<file path="config.mk">
export PLATFORM = sky130hd
export DESIGN_NAME = crc3_frame_ctrl
export DESIGN_NICKNAME = d
export VERILOG_FILES = /design/src/rtl/crc3_frame_ctrl.sv
export SDC_FILE = /design/constraint.sdc
export NUM_CORES = 1
export LEC_CHECK = 0
export CORE_MARGIN = 4
export CORE_UTILIZATION = 26
export CTS_CLUSTER_SIZE = 8
export DETAILED_ROUTE_END_ITERATION = 8
export SLEW_MARGIN = 30
export SYNTH_ARGS = -nofsm -noshare
export SYNTH_HDL_FRONTEND = slang
export SYNTH_SLANG_ARGS = --single-unit
</file>
<file path="constraint.sdc">
create_clock -name clk -period 2.1 [get_ports clk]
set_input_delay 0.42 -clock clk [delete_from_list [all_inputs] [get_ports clk]]
set_output_delay 0.42 -clock clk [all_outputs]
set_load 0.01 [all_outputs]
</file>
<file path="src/rtl/crc3_frame_ctrl.sv">
// Frame sequencer for a serial CRC-3 (x^3+x+1) engine: accepts a parallel word,
// streams it MSB-first and either appends the CRC (GEN) or checks the remainder (CHK).
module crc3_frame_ctrl #(
  parameter int unsigned WIDTH = 8
) (
  input  logic             clk,
  input  logic             clr,
  input  logic             in_valid,
  output logic             in_ready,
  input  logic [WIDTH-1:0] din,
  input  logic             mode,
  output logic             sout,
  output logic             sout_valid,
  output logic             busy,
  output logic             done,
  output logic [2:0]       crc_out,
  output logic             crc_ok
);

  localparam int unsigned CW = $clog2(WIDTH + 1);

  localparam logic [1:0] S_IDLE   = 2'd0;
  localparam logic [1:0] S_SHIFT  = 2'd1;
  localparam logic [1:0] S_APPEND = 2'd2;
  localparam logic [1:0] S_DONE   = 2'd3;

  logic [1:0]       state_q, state_d;
  logic [WIDTH-1:0] shreg_q, shreg_d;
  logic             mode_q, mode_d;
  logic [2:0]       crc_q, crc_d;
  logic [CW-1:0]    count_q, count_d;
  logic [1:0]       app_q, app_d;
  logic [2:0]       crc_out_q, crc_out_d;
  logic             crc_ok_q, crc_ok_d;

  logic             fb;
  logic [2:0]       crc_step;

  // State and datapath registers
  always_ff @(posedge clk or posedge clr) begin
    if (clr) begin
      state_q   <= S_IDLE;
      shreg_q   <= '0;
      mode_q    <= 1'b0;
      crc_q     <= 3'b000;
      count_q   <= '0;
      app_q     <= 2'd0;
      crc_out_q <= 3'b000;
      crc_ok_q  <= 1'b0;
    end else begin
      state_q   <= state_d;
      shreg_q   <= shreg_d;
      mode_q    <= mode_d;
      crc_q     <= crc_d;
      count_q   <= count_d;
      app_q     <= app_d;
      crc_out_q <= crc_out_d;
      crc_ok_q  <= crc_ok_d;
    end
  end

  // Next-state and output decode
  always_comb begin
    state_d    = state_q;
    shreg_d    = shreg_q;
    mode_d     = mode_q;
    crc_d      = crc_q;
    count_d    = count_q;
    app_d      = app_q;
    crc_out_d  = crc_out_q;
    crc_ok_d   = crc_ok_q;
    in_ready   = 1'b0;
    sout       = 1'b0;
    sout_valid = 1'b0;
    busy       = 1'b0;
    done       = 1'b0;

    // One LFSR step with the bit currently at the head of the shift register
    fb       = shreg_q[WIDTH-1] ^ crc_q[2];
    crc_step = {crc_q[1], crc_q[0] ^ fb, fb};

    case (state_q)
      S_IDLE: begin
        in_ready = 1'b1;
        if (in_valid) begin
          shreg_d = din;
          mode_d  = mode;
          crc_d   = 3'b000;
          count_d = CW'(WIDTH);
          state_d = S_SHIFT;
        end
      end
      S_SHIFT: begin
        busy       = 1'b1;
        sout       = shreg_q[WIDTH-1];
        sout_valid = 1'b1;
        crc_d      = crc_step;
        shreg_d    = {shreg_q[WIDTH-2:0], 1'b0};
        count_d    = count_q - CW'(1);
        if (count_q == CW'(1)) begin
          crc_out_d = crc_step;
          if (mode_q) begin
            crc_ok_d = (crc_step == 3'b000);
            state_d  = S_DONE;
          end else begin
            app_d   = 2'd0;
            state_d = S_APPEND;
          end
        end
      end
      S_APPEND: begin
        busy       = 1'b1;
        sout       = crc_q[2];
        sout_valid = 1'b1;
        crc_d      = {crc_q[1:0], 1'b0};
        app_d      = app_q + 2'd1;
        if (app_q == 2'd2) begin
          crc_ok_d = (crc_out_q == 3'b000);
          state_d  = S_DONE;
        end
      end
      S_DONE: begin
        busy    = 1'b1;
        done    = 1'b1;
        state_d = S_IDLE;
      end
      default: state_d = S_IDLE;
    endcase
  end

  assign crc_out = crc_out_q;
  assign crc_ok  = crc_ok_q;

endmodule

</file>
==> flow_summary.yaml <==
setup_path:
  startpoint_type: "register"
  cp-end-kind: "output pin"
  crit_arrival_ns: 1.63
  worst-setup-path-type: "register to output pin"
  timing.rr.start: "state_q[0]"
  startpoint: "state_q[0]"
  worstPathRequired_ns: 1.68
  ff2ff_setup_slack_ns: 0.24
  slowest_stage: "clkdlybuf4s50_1"
  max_stage_delay_ns: 0.53
  reg2reg_to: "crc_ok"
  crit_chain: "inv_2 -> ha_4 -> clkdlybuf4s50_1"
  worstPathMaxFanout: 5
  endpoint: "sout_valid"
  rr_worst_depth: 6
global_route:
  overflow: 0
  grt_usage_pct: 9.35
  grt_pass1_wl_um: 4650
  antenna_found_initial: 0
  grt_start_max_net_pins: 25
  grt_pass1_vias: 1025
sta:
  setup_viol: 0
  clock_skew_ns: 0.00827
  setup_tns_ns: 0
  finalHoldViolCount: 0
  post-route-period-util_pct: 97.6
  rsz0062_at_grt: "false"
  worst_pin_slew_ns: 0.449
  fin_crit_ns: 2.05
  drv_slew: 0
  fmax_mhz: 488
  slew_headroom_pct: 69.2
drt:
  via_per_inst: 4.56
  drt-initial-drc-count: 27
  firstDrtPassIters: 4
  antenna_left: 0
  route.met2.wl_um: 1460
  num_vias: 1026
  wl_met1_um: 1220
  routed.top_layer: "met4"
  drc: 0
  route.met3.wl_um: 117
  wire_per_inst_um: 12.7
  drt-total-wl_um: 2870
status:
  status: "finished, final reports clean"
clocking:
  root_buffer: "clkbuf_8"
  numClockSinks: 24
  cts_buffers: 3
  clk_path_buf_depth: 2
  cts.reportedPaths.clkPinSlew_ns: 0.09
  htree_levels: 1
  clock_latency_ns: 0.27
  cts_tree: "yes"
power:
  sw_frac_of_total_pct: 38.9
  power_switching_w: 0.00102
  p_seq_share_pct: 31.5
  clkPwrFrac_pct: 11.9
  vdd_drop_max_v: 0.000576
  power.leakage_nw: 0.768
  internal_power_w: 0.00160
  power.density_mw_per_mm2: 1490
  p_comb_share_pct: 56.6
layout:
  antenna_cells: 0
  drive_gt1_share_pct: 18.4
  fin_cells: 225
  syn_to_final_growth_pct: 31.1
  fin_nets: 181
place:
  dp_hpwl_um: 2200
  dp.cells: 216
  place_congestion: 0.766
  io_buffers: 20
yosys:
  synth_cell_types: 29
  syn-instance-count: 128
  syn_avg_cell_area_sq_um: 10.5
  synth_nets: 150
  yosysWarnings: 0
  synth_seq_cells: 24
  syn-cell-area_sq_mm: 0.00135
  yosysSeqAreaShare_pct: 44.6
die:
  die_x_um: 80.0
  ios: 21
  start_util_pct: 27.6
  die-area_sq_mm: 0.00640
  core_area_sq_mm: 0.00488
  die_h_um: 80.0
  rows: 25
flow_run:
  cap_violations: 0
worst_hold_path:
  min_path_type: "primary input to asynchronous set/reset pin"
metrics by stage:
stage	utilization, %	power [W]	instance area [sq um]	hold WS (ns)	worst slack [ns]
finish	36.2	0.00263	1770	0.479	0.0497
global route	36.2	0.00284	1770	0.521	0.00435
CTS	35.6	0.00262	1740	0.488	0.0288
detailed placement	33.9	0.00223	1660	0.470	0.0948
global placement	33.9	0.00215	1660	0.462	0.163
floorplan	-	0.00174	1350	0.435	0.401
area by class of cell:
class	instances	area [sq um]
clock buffer	4	55.1
fill	512	3110
inverter	7	26.3
multi-input combinational	92	717
sequential	24	601
tap	67	83.8
timing repair buffer	31	284
worst min path at each step:
stage | start | end | cells past startpoint
3_3_place_gp | shreg_q[6] | shreg_q[6] | 2
3_5_place_dp | shreg_q[6] | shreg_q[6] | 2
2_1_floorplan | clr | app_q[0] | 1
4_1_cts | clr | state_q[1] | 3
5_1_grt | shreg_q[2] | shreg_q[2] | 2
6_report | clr | state_q[1] | 3
routing by layer:
metal,vias to the layer above,track usage [%]
met4,0,5.07
li1,503,-
met3,6,1.58
met5,-,0
met1,495,10.9
met2,22,16.1
state kept, by name, summed over array words and instances (netlist names):
signal and cells:
shreg_q 8, state_q 2, count_q 4, mode_q 1, crc_q 3, app_q 2
crc_ok 1, crc_out 3
power by group through the flow:
stage | sequential [W] | clock, W | combinational, W
after floorplan | 0.000808 | 0 | 0.000932
after global placement | 0.000826 | 0 | 0.00133
after detailed placement | 0.000841 | 0 | 0.00139
after CTS | 0.000828 | 0.000325 | 0.00146
after global routing | 0.000853 | 0.000341 | 0.00164
final | 0.000827 | 0.000313 | 0.00149
synthesized netlist by cell type:
library cell  instances  area [sq um]
xor2_1                1          8.76
mux2i_1              12           120
or3_1                 1          6.26
nand2b_1              5          31.3
or3b_4                1          11.3
nor4b_1               1          8.76
o31ai_1               2          15.0
nor3_1                2          10.0
buf_2                 2          10.0
inv_1                 7          26.3
a211oi_1              2          15.0
a22o_1                2          17.5
mux2_1                1          11.3
o21ai_0              15          75.1
clkbuf_1              3          11.3
dfrtp_1              24           601
xnor2_1               2          17.5
nand2_1              15          56.3
nand3b_1              1          7.51
nor2b_1               4          25.0
o211ai_1              1          7.51
a22oi_1               1          7.51
nor2_1                1          3.75
ha_1                 10           125
mux2_2                6          67.6
o32a_2                1          11.3
a211oi_4              1          20.0
a21oi_1               3          15.0
nand3_1               1          5.00
logic make-up (layout without fill, tap and decap cells):
| group | after synthesis | count (layout) | share of synthesized area, % |
|---|---|---|---|
| AND/OR/NAND/NOR | 32 | 32 | 12.3 |
| AO/OA/AOI/OAI | 28 | 28 | 13.6 |
| flip-flops | 24 | 24 | 44.6 |
| multiplexers | 19 | 19 | 14.8 |
| buffers and inverters | 12 | 42 | 3.53 |
| adder cells (fa/ha/maj) | 10 | 10 | 9.29 |
| XOR/XNOR | 3 | 3 | 1.95 |
placed cells by master, fill, tap and decap left out, types with 4 or more instances in the layout:
master,count
dfrtp_1,24
clkdlybuf4s50_1,18
o21ai_0,15
nand2_1,15
mux2i_1,12
buf_4,11
ha_1,7
mux2_2,6
nand2b_1,5
inv_1,5
nor2b_1,4
clkbuf_8,4
critical path: cells and delay by family (launching register included):
family / cells / cell delay [ns]
flip-flops: 1 / 0.43
adder cells (fa/ha/maj): 1 / 0.30
buffers and inverters: 2 / 0.64
repair_timing:
action,4_1_cts,5_1_grt
endpoints found under the setup margin,3,3
gates resized for setup,5,2
gates cloned,0,0
hold buffers,0,0
buffers inserted,2,3
(Power assumes the default switching activity.)
